===== src/rtl/wiegand_pkg.sv =====
// Shared types and helpers for the Wiegand receiver: FSM states, width helper
// and the leading-even / trailing-odd parity evaluation.
package wiegand_pkg;

    typedef enum logic [1:0] {
        IDLE = 2'd0,
        RECV = 2'd1,
        DONE = 2'd2
    } state_e;

    localparam int W26 = 26;
    localparam int W34 = 34;

    // Parity helper works on a fixed-width view; callers zero-extend into it.
    localparam int PAR_W  = 64;
    localparam int PAR_LW = 7;

    function automatic int lw_f(input int max_bits);
        return $clog2(max_bits + 1);
    endfunction

    // Upper half (first received) must XOR to 0, lower half must XOR to 1.
    // Odd or zero lengths never flag an error.
    function automatic logic parity_err_f(input logic [PAR_W-1:0]  data,
                                          input logic [PAR_LW-1:0] len);
        logic [PAR_LW-1:0] half;
        logic              x_hi;
        logic              x_lo;
        half = len >> 1;
        x_hi = 1'b0;
        x_lo = 1'b0;
        for (int i = 0; i < PAR_W; i++) begin
            if (PAR_LW'(i) < len) begin
                if (PAR_LW'(i) >= half) x_hi = x_hi ^ data[i];
                else                    x_lo = x_lo ^ data[i];
            end
        end
        return ~len[0] & (len != '0) & (x_hi | ~x_lo);
    endfunction

endpackage


===== src/rtl/wiegand_rx_filt.sv =====
// One Wiegand line: 2-flop synchroniser followed by a FILT_CYC-sample
// persistence filter. Everything resets to the idle (high) level.
module wiegand_filt
    import wiegand_pkg::*;
#(
    parameter int FILT_CYC = 4
) (
    input  logic clk_i,
    input  logic rst_ni,
    input  logic line_i,
    output logic line_o
);

    localparam int FW = $clog2(FILT_CYC + 1);

    logic          sync1_q;
    logic          sync2_q;
    logic          filt_q;
    logic [FW-1:0] cnt_q;

    always_ff @(posedge clk_i or negedge rst_ni) begin
        if (!rst_ni) begin
            sync1_q <= 1'b1;
            sync2_q <= 1'b1;
            filt_q  <= 1'b1;
            cnt_q   <= '0;
        end else begin
            sync1_q <= line_i;
            sync2_q <= sync1_q;
            if (sync2_q == filt_q) begin
                cnt_q <= '0;
            end else if (cnt_q == FW'(FILT_CYC - 1)) begin
                filt_q <= sync2_q;
                cnt_q  <= '0;
            end else begin
                cnt_q <= cnt_q + FW'(1);
            end
        end
    end

    assign line_o = filt_q;

endmodule


===== src/rtl/wiegand_rx.sv =====
// Wiegand D0/D1 frame receiver with timeout framing, parity check and a
// valid/ack host handshake.
//   state | meaning
//   IDLE  | waiting for the first bit edge (lines must have been high since any fault)
//   RECV  | collecting bits, gap counter running between pulses
//   DONE  | one cycle: length check, load or drop the frame
module wiegand_rx
    import wiegand_pkg::*;
#(
    parameter int MAX_BITS     = W34,
    parameter int MIN_BITS     = 4,
    parameter int TIMEOUT_CYC  = 5000,
    parameter int FILT_CYC     = 4,
    parameter int CHECK_PARITY = 1,
    parameter int LW           = lw_f(MAX_BITS)
) (
    input  logic                clk_i,
    input  logic                rst_ni,
    input  logic [1:0]          wigend_i,
    output logic [MAX_BITS-1:0] frame_data_o,
    output logic [LW-1:0]       frame_len_o,
    output logic                frame_valid_o,
    input  logic                frame_ack_i,
    output logic                parity_err_o,
    output logic                line_err_o,
    output logic                overrun_o,
    output logic                busy_o,
    output logic                int_n_o
);

    localparam int GW = $clog2(TIMEOUT_CYC + 1);
    localparam int CW = $clog2(MAX_BITS + 2);

    logic [1:0]          line_f;
    logic [1:0]          line_prev_q;
    logic                armed_q;
    state_e              state_q;
    logic [MAX_BITS-1:0] shift_q;
    logic [CW-1:0]       cnt_q;
    logic [GW-1:0]       gap_q;
    logic [MAX_BITS-1:0] data_q;
    logic [LW-1:0]       len_q;
    logic                valid_q;
    logic                perr_q;
    logic                lerr_q;
    logic                ovr_q;

    logic both_high;
    logic both_low;
    logic bit_evt;
    logic bit_val;
    logic par_now;
    logic ack_take;

    wiegand_filt #(.FILT_CYC(FILT_CYC)) u_filt_d0 (
        .clk_i  (clk_i),
        .rst_ni (rst_ni),
        .line_i (wigend_i[0]),
        .line_o (line_f[0])
    );

    wiegand_filt #(.FILT_CYC(FILT_CYC)) u_filt_d1 (
        .clk_i  (clk_i),
        .rst_ni (rst_ni),
        .line_i (wigend_i[1]),
        .line_o (line_f[1])
    );

    assign both_high = line_f[0] & line_f[1];
    assign both_low  = ~line_f[0] & ~line_f[1];
    assign bit_val   = line_prev_q[1] & ~line_f[1] & line_f[0];
    assign bit_evt   = (line_prev_q[0] & ~line_f[0] & line_f[1]) | bit_val;
    assign ack_take  = frame_ack_i & valid_q;
    assign par_now   = (CHECK_PARITY != 0) ?
                       parity_err_f(PAR_W'(shift_q), PAR_LW'(cnt_q)) : 1'b0;

    always_ff @(posedge clk_i or negedge rst_ni) begin
        if (!rst_ni) begin
            line_prev_q <= 2'b11;
            armed_q     <= 1'b1;
            state_q     <= IDLE;
            shift_q     <= '0;
            cnt_q       <= '0;
            gap_q       <= '0;
            data_q      <= '0;
            len_q       <= '0;
            valid_q     <= 1'b0;
            perr_q      <= 1'b0;
            lerr_q      <= 1'b0;
            ovr_q       <= 1'b0;
        end else begin
            line_prev_q <= line_f;

            if (both_high)     armed_q <= 1'b1;
            else if (both_low) armed_q <= 1'b0;

            if (!both_high || state_q != RECV)  gap_q <= '0;
            else if (gap_q != GW'(TIMEOUT_CYC)) gap_q <= gap_q + GW'(1);

            if (ack_take) begin
                valid_q <= 1'b0;
                ovr_q   <= 1'b0;
                lerr_q  <= 1'b0;
            end
            if (both_low) lerr_q <= 1'b1;

            case (state_q)
                IDLE: begin
                    if (armed_q && bit_evt) begin
                        state_q <= RECV;
                        shift_q <= {{(MAX_BITS-1){1'b0}}, bit_val};
                        cnt_q   <= CW'(1);
                    end
                end
                RECV: begin
                    if (both_low) begin
                        state_q <= IDLE;
                        shift_q <= '0;
                        cnt_q   <= '0;
                    end else if (bit_evt) begin
                        if (cnt_q < CW'(MAX_BITS))  shift_q <= {shift_q[MAX_BITS-2:0], bit_val};
                        if (cnt_q <= CW'(MAX_BITS)) cnt_q <= cnt_q + CW'(1);
                    end else if (gap_q == GW'(TIMEOUT_CYC - 1)) begin
                        state_q <= DONE;
                    end
                end
                DONE: begin
                    // An ack in this same cycle frees the slot for the new frame.
                    if (cnt_q < CW'(MIN_BITS) || cnt_q > CW'(MAX_BITS)) begin
                        if (cnt_q > CW'(MAX_BITS)) lerr_q <= 1'b1;
                    end else if (valid_q && !frame_ack_i) begin
                        ovr_q <= 1'b1;
                    end else begin
                        data_q  <= shift_q;
                        len_q   <= LW'(cnt_q);
                        perr_q  <= par_now;
                        valid_q <= 1'b1;
                    end
                    state_q <= IDLE;
                    shift_q <= '0;
                    cnt_q   <= '0;
                end
                default: state_q <= IDLE;
            endcase
        end
    end

    assign frame_data_o  = data_q;
    assign frame_len_o   = len_q;
    assign frame_valid_o = valid_q;
    assign parity_err_o  = perr_q;
    assign line_err_o    = lerr_q;
    assign overrun_o     = ovr_q;
    assign busy_o        = (state_q == RECV);
    assign int_n_o       = ~valid_q;

endmodule

===== config.mk =====
export PLATFORM = sky130hd
export DESIGN_NAME = wiegand_rx
export DESIGN_NICKNAME = d
export VERILOG_FILES = /design/src/rtl/wiegand_pkg.sv /design/src/rtl/wiegand_rx_filt.sv /design/src/rtl/wiegand_rx.sv
export SDC_FILE = /design/constraint.sdc
export NUM_CORES = 1
export LEC_CHECK = 0
export ABC_AREA = 1
export BUFFER_PORTS_ARGS = -buffer_cell sky130_fd_sc_hd__buf_2
export CAP_MARGIN = 20
export CORE_ASPECT_RATIO = 0.9
export CORE_MARGIN = 2
export CORE_UTILIZATION = 55
export CTS_BUF_LIST = sky130_fd_sc_hd__clkbuf_16
export CTS_CLUSTER_DIAMETER = 80
export DETAILED_ROUTE_END_ITERATION = 8
export HOLD_SLACK_MARGIN = 0.03
export PLACE_DENSITY = 0.77
export SLEW_MARGIN = 20
export SYNTH_ARGS = -nofsm -noshare
export SYNTH_HDL_FRONTEND = slang
export SYNTH_HIERARCHICAL = 1
export SYNTH_SLANG_ARGS = --single-unit
export TNS_END_PERCENT = 1

===== constraint.sdc =====
create_clock -name clk_i -period 2.2 [get_ports clk_i]
set_input_delay 0.22 -clock clk_i [delete_from_list [all_inputs] [get_ports clk_i]]
set_output_delay 0.22 -clock clk_i [all_outputs]
set_load 0.1 [all_outputs]

# Word-level counts from Yosys, hierarchy flattened
# Index checks and enable logic that the tools add are counted.
# W data, S select, Z words.
[op_classes]
add_sub_neg = 4
n_mul = 0
n_div = 0
n_lt_le_gt_ge = 72
eq_ne = 15
shift = 0
muxes = 172
bitwise = 86
n_reduce_logical = 17
[op_table]
columns = ["op", "count"]
rows = [
  ["$mux W1", 151],
  ["$mux W34", 4],
  ["$pmux W34 S3", 1],
  ["$lt A5 B6 Y1 const A", 16],
  ["$ge A5 B5 Y1 const A", 16],
  ["$xor A1 B1 Y1", 66],
  ["$lt A4 B6 Y1 const A", 8],
  ["$ge A4 B5 Y1 const A", 8],
  ["$mux W13", 2],
  ["$lt A3 B6 Y1 const A", 4],
  ["$mux W6", 4],
  ["$ge A3 B5 Y1 const A", 4],
  ["$pmux W6 S3", 1],
  ["$add A13 B1 Y13 const B", 1],
  ["$eq A13 B13 Y1 const B", 1],
  ["$ne A13 B13 Y1 const B", 1],
  ["$ge A6 B5 Y1 const A", 2],
  ["$lt A1 B6 Y1 const A", 2],
  ["$lt A2 B6 Y1 const A", 2],
  ["$lt A6 B6 Y1 const A", 2],
  ["$mux W3", 4],
  ["$ne A3 B1 Y1 const B", 4],
  ["$ge A1 B5 Y1 const A", 2],
  ["$ge A2 B5 Y1 const A", 2],
  ["other kinds (28)", 58],
]
[totals]
regBits = 114
latchBits = 0
ram_bits = 0
romBits = 0
input_bits = 5
memories = 0

# Depth between registers and ports, before layout
[logic_depth]
depth_word = 105
depth_mapped = 24
ltp_nobuf = 22

# By module
# The synthesis kept the hierarchy.
[by_module_without_submodules]
columns = ["mod", "instances", "cells_each", "area_each_um2", "seq_area_each_um2"]
rows = [
  ["wiegand_rx", 1, 870, 6059.6, 2556.2],
  ["wiegand_filt", 2, 25, 242.7, 153.9],
]

# Least setup slack after synthesis
# No wires, ideal clock.
[synth_timing]
path_type = "flip-flop to flip-flop"
start = "register valid_q (netlist: frame_valid_o)"
end = "register data_q[33] (netlist: frame_data_o[33])"
setup_ns = 0.077
t_arrival_ns = 2.745
t_required_ns = 2.123
slack_ns = -0.622
stages_incl_launch_ff = 7
path_buffers = 1
period_less_slack_ns = 2.822
path_cell_list = "dfrtp_1 > inv_1 > or2_2 > nand3_1 > clkbuf_1 > nand2_1 > o21ai_1"
[synth_between]
elab_chain_len = 3
[synth_lines]
columns = ["item", "line", "source"]
rows = [
  ["start: declaration", "wiegand_rx.sv:43", "logic valid_q;"],
  ["start signal: assignment", "wiegand_rx.sv:87", "valid_q <= 1'b0;"],
  ["start signal: assignment", "wiegand_rx.sv:101", "valid_q <= 1'b0;"],
  ["start signal: assignment", "wiegand_rx.sv:137", "valid_q <= 1'b1;"],
  ["$logic_and A1 B1 Y1", "wiegand_rx.sv:131", "end else if (valid_q && !frame_ack_i) begin"],
  ["$not A1 Y1 (no source line)", "-", ""],
  ["$reduce_and A3 Y1 (no source line)", "-", ""],
  ["end signal: assignment", "wiegand_rx.sv:134", "data_q <= shift_q;"],
  ["end: declaration", "wiegand_rx.sv:41", "logic [MAX_BITS-1:0] data_q;"],
]
# No other way between the ends.
# A chain may end at the register's enable or synchronous reset.

==> impl_metrics.toml <==
[worst_setup_path]
cp_slowest_cell = "dfrtp_2"
worst_path_most_repeated_cell = "nand2_1"
endpoint_kind = "flip-flop"
rr_startpoint = "cnt_q[1]"
r2r_slack_ns = -0.22
critical-path-top-delay-family = "simple AND/OR/NAND/NOR gates"
crit_cells = 22
required_ns = 2.51
critical_path_class = "flip-flop to flip-flop"
r2r-end = "parity_err_o"
critPathMaxStageDelay_ns = 0.45
crit_start = "cnt_q[1]"
cp_cell_sequence = "inv_2 -> ha_4 -> buf_6 -> o21ai_4 -> buf_6 -> nand3_4 -> inv_2 -> nand2_2 -> nand2_1 -> nand2_1 -> nand2_1 -> inv_1 -> nand2_1 -> nand3_1 -> nand2_1 -> nand2_1 -> nand2_1 -> nand2_1 -> nand2_1 -> nand3_1 -> nand2_1 -> nand2_1"
path_buf_inv = 5
critPathLaunchType = "flip-flop"
critPathArrivalTime_ns = 2.73
worstPathMaxFanout = 5
reg2reg_depth = 22
endpoint = "parity_err_o"

[timing]
period_share_pct = 110
hold_viol = 0
fin_hold_ws_ns = 0.0976
fin_ws_ns = -0.216
timing.fmax_ghz = 0.414
layout_min_cycle_time_ns = 2.42
finalMaxSlewViolations = 0
worst_slew_pin_slew_ns = 0.512
rsz0062_at_grt = "true"
slew_headroom_pct = 65.9
skew_ns = 0.00977
setup_viol_count_final = 14

[place]
gp_congestion = 1.00
dpl.hpwl_mm = 13.6
pre_cts_slack_ns = -0.311
postPlaceCellArea_um2 = 7530
io_buffers = 50

[grt]
antenna_found_initial = 0
grt_overflow_total = 0
grt_max_degree = 61
grt_pass1_wl_mm = 31.5
grt_pass1_vias = 6209
grt_usage_pct = 31.7

[pwr]
p_sw_mw = 2.85
p_seq_share_pct = 31.5
internal_power_mw = 4.80
peakVddDrop_mv = 0.750
p_leak_nw = 4.34
power_density_nw_per_um2 = 871
combPwrFrac_pct = 34.4
switching_share_pct = 37.3
clkPwrFrac_pct = 34.1
finalPower_mw = 7.65

[routing]
num_vias = 6783
drt_iter0_drc = 668
drt_wl_total_mm = 19.8
drt-pass1-iter-count = 7
routedWlPerCell_um = 16.0
vias_per_cell = 5.51
drc = 0
antenna_left = 0

[synth]
yosysTopAreaCellShare_pct = 40.1
syn_inst = 920
synth_area_um2 = 6550
synth_area_leaders = "dfrtp_1 40%, nand2_1 15%, nand3_1 10%, inv_1 7.3%, o21ai_0 6.7%"
synth_area_per_cell_um2 = 7.11
ys_warn_count = 6
synth_edf_count = 0
ys_types = 32
synth.ff_latch_count = 114
ys.flop_type = "dfrtp_1"
syn_nets = 937
synth_area_leader_cell = "dfrtp_1"
async_flop_share_pct = 100
synth-seq-area-share_pct = 43.8

[cells_and_area]
fillers = 848
layout-drive-gt1-share_pct = 28.5
fin_util_pct = 76.2
synthToLayoutAreaGrowth_pct = 34.1
fin_nets = 1080
n_antenna_cell = 0
final_area_um2 = 8780

[floorplan]
start_util_pct = 56.8
ios = 51
die_h_um = 107
die_w_um = 119
die_area_um2 = 12800
num_rows = 37
core_area_um2 = 11500

[worst_hold_path]
min_path_type = "input port to flip-flop"

[clock_tree]
cts.sinks = 114
cts_buffer_depth = 2
tritoncts = "built"
clock_latency_ns = 0.41
h-tree-depth = 4
clkTransAtPathRegs_ns = 0.06
cts_buffers = 17
root_buffer = "clkbuf_16"

[run_status]
outcome = "finished with violations"
failed_checks = "negative setup slack"

[run]
cap_violations = 0
[how the worst min path moves through the flow]
stage | endpoint | start | cells past startpoint
6_report | overrun_o | frame_ack_i | 3
5_1_grt | overrun_o | frame_ack_i | 3
4_1_cts | frame_valid_o | frame_ack_i | 3
3_5_place_dp | u_filt_d1/cnt_q[1] | rst_ni | 1
3_3_place_gp | frame_data_o[0] | rst_ni | 1
2_1_floorplan | cnt_q[0] | rst_ni | 0
[cell families (layout without fill, tap and decap cells)]
logic type / after synthesis / count (layout) / share of synthesized area, %
buffers and inverters: 159 / 314 / 9.41
adders and majority gates: 12 / 12 / 2.29
AOI/OAI and AO/OA: 124 / 124 / 10.0
and+or+nand+nor: 498 / 499 / 32.7
muxes: 1 / 1 / 0.172
DFF: 114 / 114 / 43.8
xor gates and xnor gates: 12 / 12 / 1.61
[synth_stat cells, drive strengths merged, types with 2 or more instances]
master    n
dfrtp   105
ha       12
o22ai     2
buf      11
a21oi    21
o21ai    93
o21a      2
o21bai    4
nand2   269
xnor2     6
clkbuf   17
inv     131
nand3b    6
nand4    12
nor2     67
nor4      2
dfstp     9
xor2      6
nor3      8
nand3   132
[power by group through the flow]
stage	Sequential [mW]	Combinational (mW)	Clock, mW
floorplan	2.51	1.20	0
global placement	2.43	2.09	0
detailed placement	2.44	2.12	0
CTS	2.41	2.36	2.63
global route	2.42	2.83	2.73
finish	2.41	2.63	2.61
[tightest hold or removal path, cell delays in order]
cell	delay [ns]
buf_2	0.09
nand2_1	0.06
o21a_1	0.10
[final cells by class]
class / count / area, µm² / share of cell area [%]
clock inverters: 15 / 135 / 1.54
flip-flops and latches: 114 / 2870 / 32.7
clock buffers: 17 / 425 / 4.85
repair buffers: 151 / 1130 / 12.9
multi-input cells: 648 / 3510 / 40.0
well taps: 156 / 195 / 2.22
inverters: 131 / 505 / 5.76
[registers in the layout, indices dropped and copies added, names as in the netlist, 2 cells and up]
name             count
cnt_q                6
frame_data_o        34
frame_len_o          6
gap_q               13
line_prev_q          2
shift_q             34
state_q              2
u_filt_d0/cnt_q      3
u_filt_d1/cnt_q      3
[per-stage QoR]
| step | instances | TNS, ns |
|---|---|---|
| finish | 1232 | -0.423 |
| global route | 1232 | -5.54 |
| floorplan | 920 | -0.550 |
| CTS | 1215 | -0.0534 |
| global placement | 1170 | -0.591 |
| detailed placement | 1170 | -0.386 |
[repair_timing]
item | CTS | global route
pin swaps | 28 | 28
setup endpoints to repair | 14 | 78
gates resized for setup | 63 | 71
hold buffers | 3 | 0
cloned | 1 | 0
endpoints found under the hold margin | 30 | 0
buffers inserted | 9 | 17
[metal layers]
layer / global-route usage [%] / vias up / wire length, µm
met5: 0 / - / 0
met4: 14.1 / 0 / 866
met3: 6.83 / 78 / 1930
met2: 46.6 / 366 / 8470
met1: 45.1 / 3095 / 8500
li1: - / 3244 / -
[placed cells by master (no fill, tap or decap), types with 3 or more instances in the layout]
cell type and count:
nand3_4 3, o21ai_1 11, a21oi_4 3, nor2_4 10, inv_2 7, nand2_4 3
buf_12 7, clkbuf_16 17, o21ai_0 80, dfrtp_1 99, inv_1 121, a21oi_1 14
xnor2_1 6, nand3_2 21, nand2_2 40, nand2_1 226, nand3b_1 6, buf_2 51
nand3_1 108, buf_6 9, nor2_2 9, inv_6 3, a21oi_2 4, o21bai_1 4
dfstp_2 9, clkinvlp_4 10, nand4_1 12, nor2_1 49, buf_4 81, dlygate4sd3_1 3
dfrtp_2 5, ha_1 9, ha_4 3, nor3_1 7, xor2_1 6
No activity file was read; power rests on OpenSTA's default activity.
